`config.mk`:
```
export PLATFORM = sky130hd
export DESIGN_NAME = instr_loader
export DESIGN_NICKNAME = d
export VERILOG_FILES = /design/src/rtl/instr_loader.sv
export SDC_FILE = /design/constraint.sdc
export NUM_CORES = 1
export LEC_CHECK = 0
export CORE_UTILIZATION = 50
export CTS_CLUSTER_SIZE = 14
export DETAILED_ROUTE_END_ITERATION = 8
export GPL_TIMING_DRIVEN = 0
export PLACE_DENSITY_LB_ADDON = 0.3
export SKIP_CTS_REPAIR_TIMING = 1
export SYNTH_ARGS = -nofsm -noshare
export SYNTH_HDL_FRONTEND = slang
export SYNTH_SLANG_ARGS = --single-unit
```
`constraint.sdc`:
```
create_clock -name clk -period 4.64 [get_ports clk]
set_input_delay 0.928 -clock clk [delete_from_list [all_inputs] [get_ports clk]]
set_output_delay 0.928 -clock clk [all_outputs]
set_load 0.05 [all_outputs]
```
`src/rtl/instr_loader.sv`:
```
// RV32I field-to-word encoder that loads a program into core memory.
// Optional LOADER_RANGE_CHECK_EN drops records whose immediate will not fit.
module instr_loader #(
  parameter int DEPTH = 64,
  localparam int CW = $clog2(DEPTH) + 1
) (
  input  logic          clk,
  input  logic          reset,
  input  logic          InValid,
  output logic          InReady,
  input  logic          InLast,
  input  logic [6:0]    Op,
  input  logic [2:0]    Funct3,
  input  logic          Funct7,
  input  logic [4:0]    Rd,
  input  logic [4:0]    Rs1,
  input  logic [4:0]    Rs2,
  input  logic [31:0]   Imm,
  output logic          MemWrite,
  output logic [31:0]   MemAdr,
  output logic [31:0]   WriteData,
  output logic [CW-1:0] Count,
  output logic          Done,
  output logic          Error,
  output logic          CpuResetN
);

  typedef enum logic [1:0] {
    IDLE, ENCODE, WRITE, DONE
  } state_t;

  localparam logic [6:0] OP_R  = 7'b0110011;
  localparam logic [6:0] OP_I  = 7'b0010011;
  localparam logic [6:0] OP_L  = 7'b0000011;
  localparam logic [6:0] OP_S  = 7'b0100011;
  localparam logic [6:0] OP_B  = 7'b1100011;
  localparam logic [6:0] OP_J  = 7'b1101111;

  state_t      state;
  logic [6:0]  op_q;
  logic [2:0]  f3_q;
  logic        f7_q;
  logic [4:0]  rd_q;
  logic [4:0]  rs1_q;
  logic [4:0]  rs2_q;
  logic [31:0] imm_q;
  logic        last_q;

  logic [31:0] word;
  logic        legal;
  logic        fit;
  logic        full;

  always_comb begin
    word  = '0;
    legal = 1'b1;
    case (op_q)
      OP_R: word = {1'b0, f7_q, 5'b0, rs2_q, rs1_q,
                    f3_q, rd_q, op_q};
      OP_I, OP_L:
        word = {imm_q[11:0], rs1_q, f3_q, rd_q, op_q};
      OP_S: word = {imm_q[11:5], rs2_q, rs1_q, f3_q,
                    imm_q[4:0], op_q};
      OP_B: word = {imm_q[12], imm_q[10:5], rs2_q, rs1_q,
                    f3_q, imm_q[4:1], imm_q[11], op_q};
      OP_J: word = {imm_q[20], imm_q[10:1], imm_q[11],
                    imm_q[19:12], rd_q, op_q};
      default: legal = 1'b0;
    endcase
  end

`ifdef LOADER_RANGE_CHECK_EN
  logic signed [31:0] simm;
  assign simm = $signed(imm_q);

  always_comb begin
    fit = 1'b1;
    case (op_q)
      OP_I, OP_L, OP_S:
        fit = (simm >= -32'sd2048) && (simm <= 32'sd2047);
      OP_B:
        fit = (simm >= -32'sd4096) && (simm <= 32'sd4094)
              && !imm_q[0];
      OP_J:
        fit = (simm >= -32'sd1048576)
              && (simm <= 32'sd1048574) && !imm_q[0];
      default: fit = 1'b1;
    endcase
  end
`else
  // Upper immediate bits are simply truncated in this build.
  logic unused_imm;
  assign unused_imm = ^imm_q[31:21];
  assign fit = 1'b1;
`endif

  assign full = (Count + 1'b1) == CW'(DEPTH);

  always_ff @(posedge clk) begin
    if (!reset) begin
      state     <= IDLE;
      InReady   <= 1'b0;
      MemWrite  <= 1'b0;
      MemAdr    <= '0;
      WriteData <= '0;
      Count     <= '0;
      Done      <= 1'b0;
      Error     <= 1'b0;
      CpuResetN <= 1'b0;
      op_q      <= '0;
      f3_q      <= '0;
      f7_q      <= 1'b0;
      rd_q      <= '0;
      rs1_q     <= '0;
      rs2_q     <= '0;
      imm_q     <= '0;
      last_q    <= 1'b0;
    end else begin
      MemWrite <= 1'b0;
      case (state)
        IDLE: begin
          InReady <= 1'b1;
          if (InValid && InReady) begin
            op_q    <= Op;
            f3_q    <= Funct3;
            f7_q    <= Funct7;
            rd_q    <= Rd;
            rs1_q   <= Rs1;
            rs2_q   <= Rs2;
            imm_q   <= Imm;
            last_q  <= InLast;
            InReady <= 1'b0;
            state   <= ENCODE;
          end
        end
        ENCODE: begin
          if (legal && fit) begin
            WriteData <= word;
            MemAdr    <= {{(30-CW){1'b0}}, Count, 2'b00};
            MemWrite  <= 1'b1;
            state     <= WRITE;
          end else begin
            Error <= 1'b1;
            if (last_q) begin
              Done      <= 1'b1;
              CpuResetN <= 1'b1;
              state     <= DONE;
            end else begin
              InReady <= 1'b1;
              state   <= IDLE;
            end
          end
        end
        WRITE: begin
          Count <= Count + 1'b1;
          if (last_q || full) begin
            Done      <= 1'b1;
            CpuResetN <= 1'b1;
            state     <= DONE;
          end else begin
            InReady <= 1'b1;
            state   <= IDLE;
          end
        end
        DONE: InReady <= 1'b0;
        default: state <= IDLE;
      endcase
    end
  end

endmodule
```
==> results of run 1 <==
## kinds of logic after synthesis
kind of cell | synth area share (%)
AOI/OAI and AO/OA | 18.8
xor gates and xnor gates | 1.03
adders and majority gates | 1.48
buffers and inverters | 8.41
DFF | 47.2
muxes | 1.45
other | 0.0885
and+or+nand+nor | 21.5
## per-stage QoR
step	hold slack (ns)	power (uW)	utilization (%)	cell area [um^2]
after floorplan	0.432	1080	-	4330
after global placement	0.442	1170	66.6	5470
after detailed placement	0.447	1170	66.6	5470
after CTS	0.462	1680	68.8	5650
after global routing	0.475	1740	68.8	5650
final	0.461	1680	68.8	5650
## worst min-delay path: cells and delay by family (launching register included)
kind	cells	cell delay, ns
AO/OA/AOI/OAI	1	0.05
flip-flops	1	0.32
AND/OR/NAND/NOR	1	0.05
## area by class of cell
| cell class | instances | area, um^2 |
|---|---|---|
| inverter | 6 | 22.5 |
| tap | 105 | 131 |
| fill | 699 | 2560 |
| clock buffer | 9 | 124 |
| buffer | 59 | 334 |
| timing repair buffer | 101 | 1010 |
| multi-input combinational | 373 | 1970 |
| sequential | 100 | 2000 |
| clock inverter | 6 | 57.6 |
## per-layer routing
metal	vias up	track usage (%)	routed length (um)
met5	-	0	0
met4	0	10.8	225
met3	21	3.80	749
met2	166	46.8	5700
met1	1875	33.1	4860
li1	1976	-	-
## layout by cell type, fill, tap and decap left out, types with 4 or more instances in the layout
master,count
o21ai_0,4
nor2_1,44
buf_4,28
o21ai_1,5
clkdlybuf4s50_1,101
dfxtp_1,100
a221oi_1,10
a21oi_1,68
buf_2,6
clkbuf_8,9
nand3_1,6
conb_1,25
inv_1,4
clkbuf_1,25
a22oi_1,6
a222oi_1,6
mux2i_1,5
nand2_1,125
xor2_1,4
nand4_1,5
ha_1,5
nor3_1,10
## registers in the layout (all words and copies together) (netlist names), 3 cells and up
signal / count
MemAdr: 7
Count: 7
rs2_q: 5
op_q: 7
WriteData: 32
rs1_q: 5
imm_q: 21
f3_q: 3
rd_q: 5
## worst min path at each step
stage,end,slack (ns),cells after the start
2_1_floorplan,imm_q[10],0.43,2
3_3_place_gp,imm_q[7],0.44,2
3_5_place_dp,imm_q[9],0.45,2
4_1_cts,imm_q[9],0.46,2
5_1_grt,f7_q,0.48,2
6_report,MemAdr[4],0.46,2
## power by group through the flow
| stage | clock network (uW) | registers (uW) | logic [uW] |
|---|---|---|---|
| detailed placement | 0 | 928 | 244 |
| floorplan | 0 | 930 | 152 |
| global route | 564 | 912 | 266 |
| finish | 527 | 909 | 245 |
| global placement | 0 | 926 | 239 |
| CTS | 531 | 908 | 244 |
==> qor.csv, run 1 <==
stage,metric,value,unit
setup_path,worst r2r path cells,6,
timing,total negative slack,0,ns
setup_path,critical path depth,1,
placed_design,HPWL after DPL,8.49,mm
floorplanning,die area,8850,um^2
cells_and_area,area delta synth->final,33.4,%
cells_and_area,Antenna Diode Count,0,
placed_design,placed cells,744,
setup_path,"Worst Path Class, Setup",flip-flop to output port,
floorplanning,FP Rows,33,
setup_path,CP Max Fanout,10,
pwr,sw frac,29.5,%
run,Max-cap violations,0,
logic_synthesis,Post-synth EDFFs,0,
logic_synthesis,Area contributors post-synth,"dfxtp_1 47%, nand2_1 11%, a21oi_1 8.0%, buf_4 5.0%, nor2_1 3.9%",
detailed_routing,final wirelength,11.5,mm
cts,clock root cell,clkbuf_8,
detailed_routing,via count,4038,
pwr,P_sw,497,uW
global_routing,vias in the first global route,3828,
logic_synthesis,sequential fraction of the synthesis area,47.2,%
placed_design,port buffer count,101,
global_routing,initial antenna violation count,0,
detailed_routing,vias per inst,5.32,
global_routing,GRT Util Overall,26.9,%
detailed_routing,drt wl/cell,15.2,um
floorplanning,initial core utilization,51.6,%
cells_and_area,filler-free cell count of the finished design,759,
logic_synthesis,mapped cell area,4240,um^2
cells_and_area,share of cells above drive strength 1,9.63,%
hold_path,Hold/Removal Path Class,flip-flop to flip-flop,
global_routing,first-pass GRT wire length,18.2,mm
setup_path,Critical path destination,Count[1],
detailed_routing,DR pass1 iterations,5,
timing,Final min period,2.69,ns
logic_synthesis,post-synthesis register bit count,100,
floorplanning,Die Wd,94.1,um
setup_path,Worst Path Buf+Inv,1,
placed_design,routability congestion estimate,0.855,
logic_synthesis,Post-synth top cells,"125 x nand2_1, 100 x dfxtp_1, 68 x a21oi_1, 44 x nor2_1, 28 x buf_4",
cts,clk sinks,100,
setup_path,max incr delay on CP,0.87,ns
timing,RSZ-0062 raised after global routing,no,
timing,Worst Tran Pin Value,1.23,ns
timing,crit share post-route,57.9,%
timing,fin. max-slew vios,0,
setup_path,slowest CP cell,clkdlybuf4s50_1,
global_routing,largest net degree at the start of global routing,19,
logic_synthesis,cell taking the most area after synthesis,dfxtp_1,
setup_path,Reg2Reg Setup Slack,2.38,ns
setup_path,crit path launch type,flip-flop,
timing,final setup vio count,0,
pwr,pwr dens,297,nW/um^2
pwr,maximum VDD drop,0.172,mV
setup_path,Worst setup EP type,output port,
logic_synthesis,fraction of registers with async set/reset,0,%
pwr,Flop pwr share,54.1,%
timing,final setup skew,0.0107,ns
logic_synthesis,Ys Warns,0,
floorplanning,Die Height,94.1,um
run_status,status,"complete, no violations",
setup_path,crit-path cells,clkdlybuf4s50_1,
floorplanning,I/O pin count,138,
cells_and_area,Final nets,717,
timing,f_max,372,MHz
cts,Max Buffers Root-to-Sink,2,
detailed_routing,ANT nets after route,0,
logic_synthesis,"count leader, synth",nand2_1,
setup_path,Reg2Reg Capture Point,WriteData[14],
pwr,Clk pwr share,31.4,%
pwr,internal power,1180,uW
cts,worst-skew pair later-pin latency,0.36,ns
logic_synthesis,Post-Synthesis Cells,514,
setup_path,Critical Path Start,Count[1],
logic_synthesis,post-synth cell types,57,
floorplanning,core area,8220,um^2
hold_path,hold wc startpoint,MemAdr[4],
cts,CTS tree,done,
setup_path,CP arrival,1.76,ns
timing,fin worst setup slack,1.95,ns
pwr,Leakage,0.00210,uW
timing,"Hold Vio Cnt, Final",0,
logic_synthesis,post-synth top area share,47.2,%
placed_design,dpl ws,1.76,ns
setup_path,CP Data Required Time,3.71,ns
cts,# H-tree levels,3,
detailed_routing,Initial DRC Count,181,
global_routing,total gr overflow,0,
cts,cts bufs inserted,9,
setup_path,reg-to-reg startpoint,state[1],
logic_synthesis,Avg Inst Size Synth,8.25,um^2
setup_path,"Largest delay share family, worst path",buffers and inverters,
cts,Worst-path clk slew,0.10,ns
pwr,combinational fraction of design power,14.6,%
logic_synthesis,Main synth FF type,dfxtp_1,
detailed_routing,DRC viols,0,
timing,slew margin rel.,17.3,%
Power figures use the tool's default switching activity.
==> inputs of run 2 (changes only) <==
--- a/config.mk
+++ b/config.mk
@@ -5,7 +5,7 @@
 export SDC_FILE = /design/constraint.sdc
 export NUM_CORES = 1
 export LEC_CHECK = 0
-export CORE_UTILIZATION = 50
+export CORE_UTILIZATION = 46
 export CTS_CLUSTER_SIZE = 14
 export DETAILED_ROUTE_END_ITERATION = 8
 export GPL_TIMING_DRIVEN = 0
==> constraint.sdc (replaced) <==
create_clock -name clk -period 2.5 [get_ports clk]
set_input_delay 0.5 -clock clk [delete_from_list [all_inputs] [get_ports clk]]
set_output_delay 0.5 -clock clk [all_outputs]
set_load 0.05 [all_outputs]
==> run 2 against run 1 <==
Net effect: power grew 87%; largest cell class unchanged; register-to-register slack lost 2.1 ns; flip-flop and latch count is the same; worst setup slack lost 1.7 ns; the flow now finishes with violations (design-rule violations); count of clock-buffer cells in the layout grew 1.
==> qor.csv, run 2 (synthesis results as in run 1) <==
stage,metric,value,unit
run_status,status,finished with violations,
run_status,violated checks,design-rule violations,
cts,clock root cell,clkbuf_8,
pwr,P_sw,911,uW
pwr,combinational fraction of design power,14.6,%
detailed_routing,drt wl/cell,15.5,um
timing,RSZ-0062 raised after global routing,no,
pwr,maximum VDD drop,0.347,mV
cells_and_area,most common library cell in the layout ignoring fill and taps,nand2_1,
cells_and_area,Final nets,717,
detailed_routing,ANT nets after route,0,
timing,final setup vio count,0,
placed_design,placed cells,747,
setup_path,crit path launch type,flip-flop,
cts,worst-skew pair later-pin latency,0.36,ns
detailed_routing,via count,4068,
placed_design,placed inst area,5480,um^2
placed_design,port buffer count,101,
pwr,Leakage,0.00210,uW
pwr,Flop pwr share,53.8,%
setup_path,CP arrival,1.75,ns
global_routing,initial antenna violation count,0,
setup_path,slowest CP cell,clkdlybuf4s50_1,
cts,cts bufs inserted,9,
setup_path,CP Max Fanout,10,
global_routing,met3 Track Usage GR,4.44,%
setup_path,CP Data Required Time,2.00,ns
cells_and_area,Reg with most FFs,WriteData,
cells_and_area,Antenna Diode Count,0,
floorplanning,FP Rows,34,
timing,slew margin rel.,22.9,%
pwr,sw frac,29.1,%
timing,"Hold Vio Cnt, Final",0,
setup_path,Worst setup EP type,output port,
global_routing,vias in the first global route,3847,
global_routing,largest net degree at the start of global routing,19,
pwr,internal power,2220,uW
cts,clk sinks,100,
detailed_routing,DR pass1 iterations,7,
timing,Worst Tran Pin Value,1.15,ns
global_routing,met2 Use GR,43.9,%
global_routing,GRT met1 Usage,29.8,%
cts,Max Buffers Root-to-Sink,2,
timing,f_max,444,MHz
timing,Final min period,2.25,ns
detailed_routing,vias per inst,5.33,
cells_and_area,filler-free cell count of the finished design,763,
timing,fin worst setup slack,0.250,ns
floorplanning,I/O pin count,138,
floorplanning,die area,9600,um^2
pwr,pwr dens,553,nW/um^2
pwr,Tot Pwr,3140,uW
cts,Worst-path clk slew,0.10,ns
global_routing,GRT Util Overall,24.7,%
detailed_routing,DRC viols,5,
global_routing,total gr overflow,0,
timing,final setup skew,0.0127,ns
placed_design,routability congestion estimate,0.878,
setup_path,Worst Path Buf+Inv,1,
timing,total negative slack,0,ns
floorplanning,initial core utilization,48.1,%
setup_path,"Worst Path Class, Setup",flip-flop to output port,
cts,# H-tree levels,3,
placed_design,HPWL after DPL,8.76,mm
cells_and_area,area delta synth->final,33.7,%
cells_and_area,share of cells above drive strength 1,9.77,%
timing,crit share post-route,90.0,%
cells_and_area,fin area,5670,um^2
cts,CTS tree,done,
hold_path,Hold/Removal Path Class,flip-flop to flip-flop,
floorplanning,Die Wd,98.0,um
setup_path,crit-path cells,clkdlybuf4s50_1,
pwr,Clk pwr share,31.6,%
global_routing,GR peak layer,met2,
cells_and_area,most frequent cells in the layout,"125 x nand2_1, 101 x clkdlybuf4s50_1, 100 x dfxtp_1",
placed_design,dpl ws,0.0471,ns
setup_path,"Largest delay share family, worst path",buffers and inverters,
floorplanning,Die Height,98.0,um
global_routing,first-pass GRT wire length,18.7,mm
detailed_routing,Initial DRC Count,316,
floorplanning,core area,8810,um^2
timing,fin. max-slew vios,0,
cells_and_area,max reg flops,32,
detailed_routing,final wirelength,11.8,mm
cells_and_area,Top Registers,"WriteData (32), imm_q (21)",
run,Max-cap violations,0,
setup_path,max incr delay on CP,0.87,ns
[run 2: cell count changes in the layout (fill, tap and decap cells not counted)]
cell / before / now
clkinvlp_4: 0 / 1
inv_8: 2 / 1
inv_6: 1 / 2
clkinv_4: 3 / 2
clkbuf_8: 9 / 10
[run 2: power by group through the flow]
stage | clock network (uW) | logic (uW) | registers, uW
after global placement | 0 | 446 | 1720
after global routing | 1060 | 493 | 1690
after detailed placement | 0 | 454 | 1720
after floorplan | 0 | 283 | 1730
final | 992 | 459 | 1690
after CTS | 1000 | 456 | 1680
[run 2: per-layer routing]
| metal | vias to the layer above | part of all wire [%] |
|---|---|---|
| met5 | - | 0 |
| met4 | 0 | 2.0 |
| met3 | 19 | 5.8 |
| met2 | 151 | 50 |
| met1 | 1919 | 42 |
| li1 | 1979 | - |
[run 2: final timing paths]
| check | from | endpoint | slack [ns] | cells after the start |
|---|---|---|---|---|
| worst max register to register | state[1] | WriteData[14] | 0.27 | 6 |
| worst max-delay path | Count[1] | Count[1] | 0.25 | 1 |
| worst min register to register | imm_q[10] | imm_q[10] | 0.46 | 2 |
| worst min-delay path | imm_q[10] | imm_q[10] | 0.46 | 2 |
[run 2: stage by stage]
stage / util [%] / hold WS [ns]
CTS: 64.4 / 0.462
detailed placement: 62.2 / 0.447
floorplan: - / 0.432
finish: 64.4 / 0.464
global route: 64.4 / 0.482
global placement: 62.2 / 0.442
[run 2: worst min-delay path: cells and delay by family (launching register included)]
kind	cells	cell delay (ns)
flip-flops	1	0.32
AND/OR/NAND/NOR	1	0.05
AO/OA/AOI/OAI	1	0.05
[run 2: layout make-up]
cell class | count | area [um^2]
inverters | 6 | 22.5
clock inverters | 6 | 53.8
clock buffers | 10 | 138
flip-flops and latches | 100 | 2000
plain buffers | 59 | 334
multi-input cells | 373 | 1970
repair buffers | 101 | 1010
fillers | 815 | 3140
well taps | 108 | 135
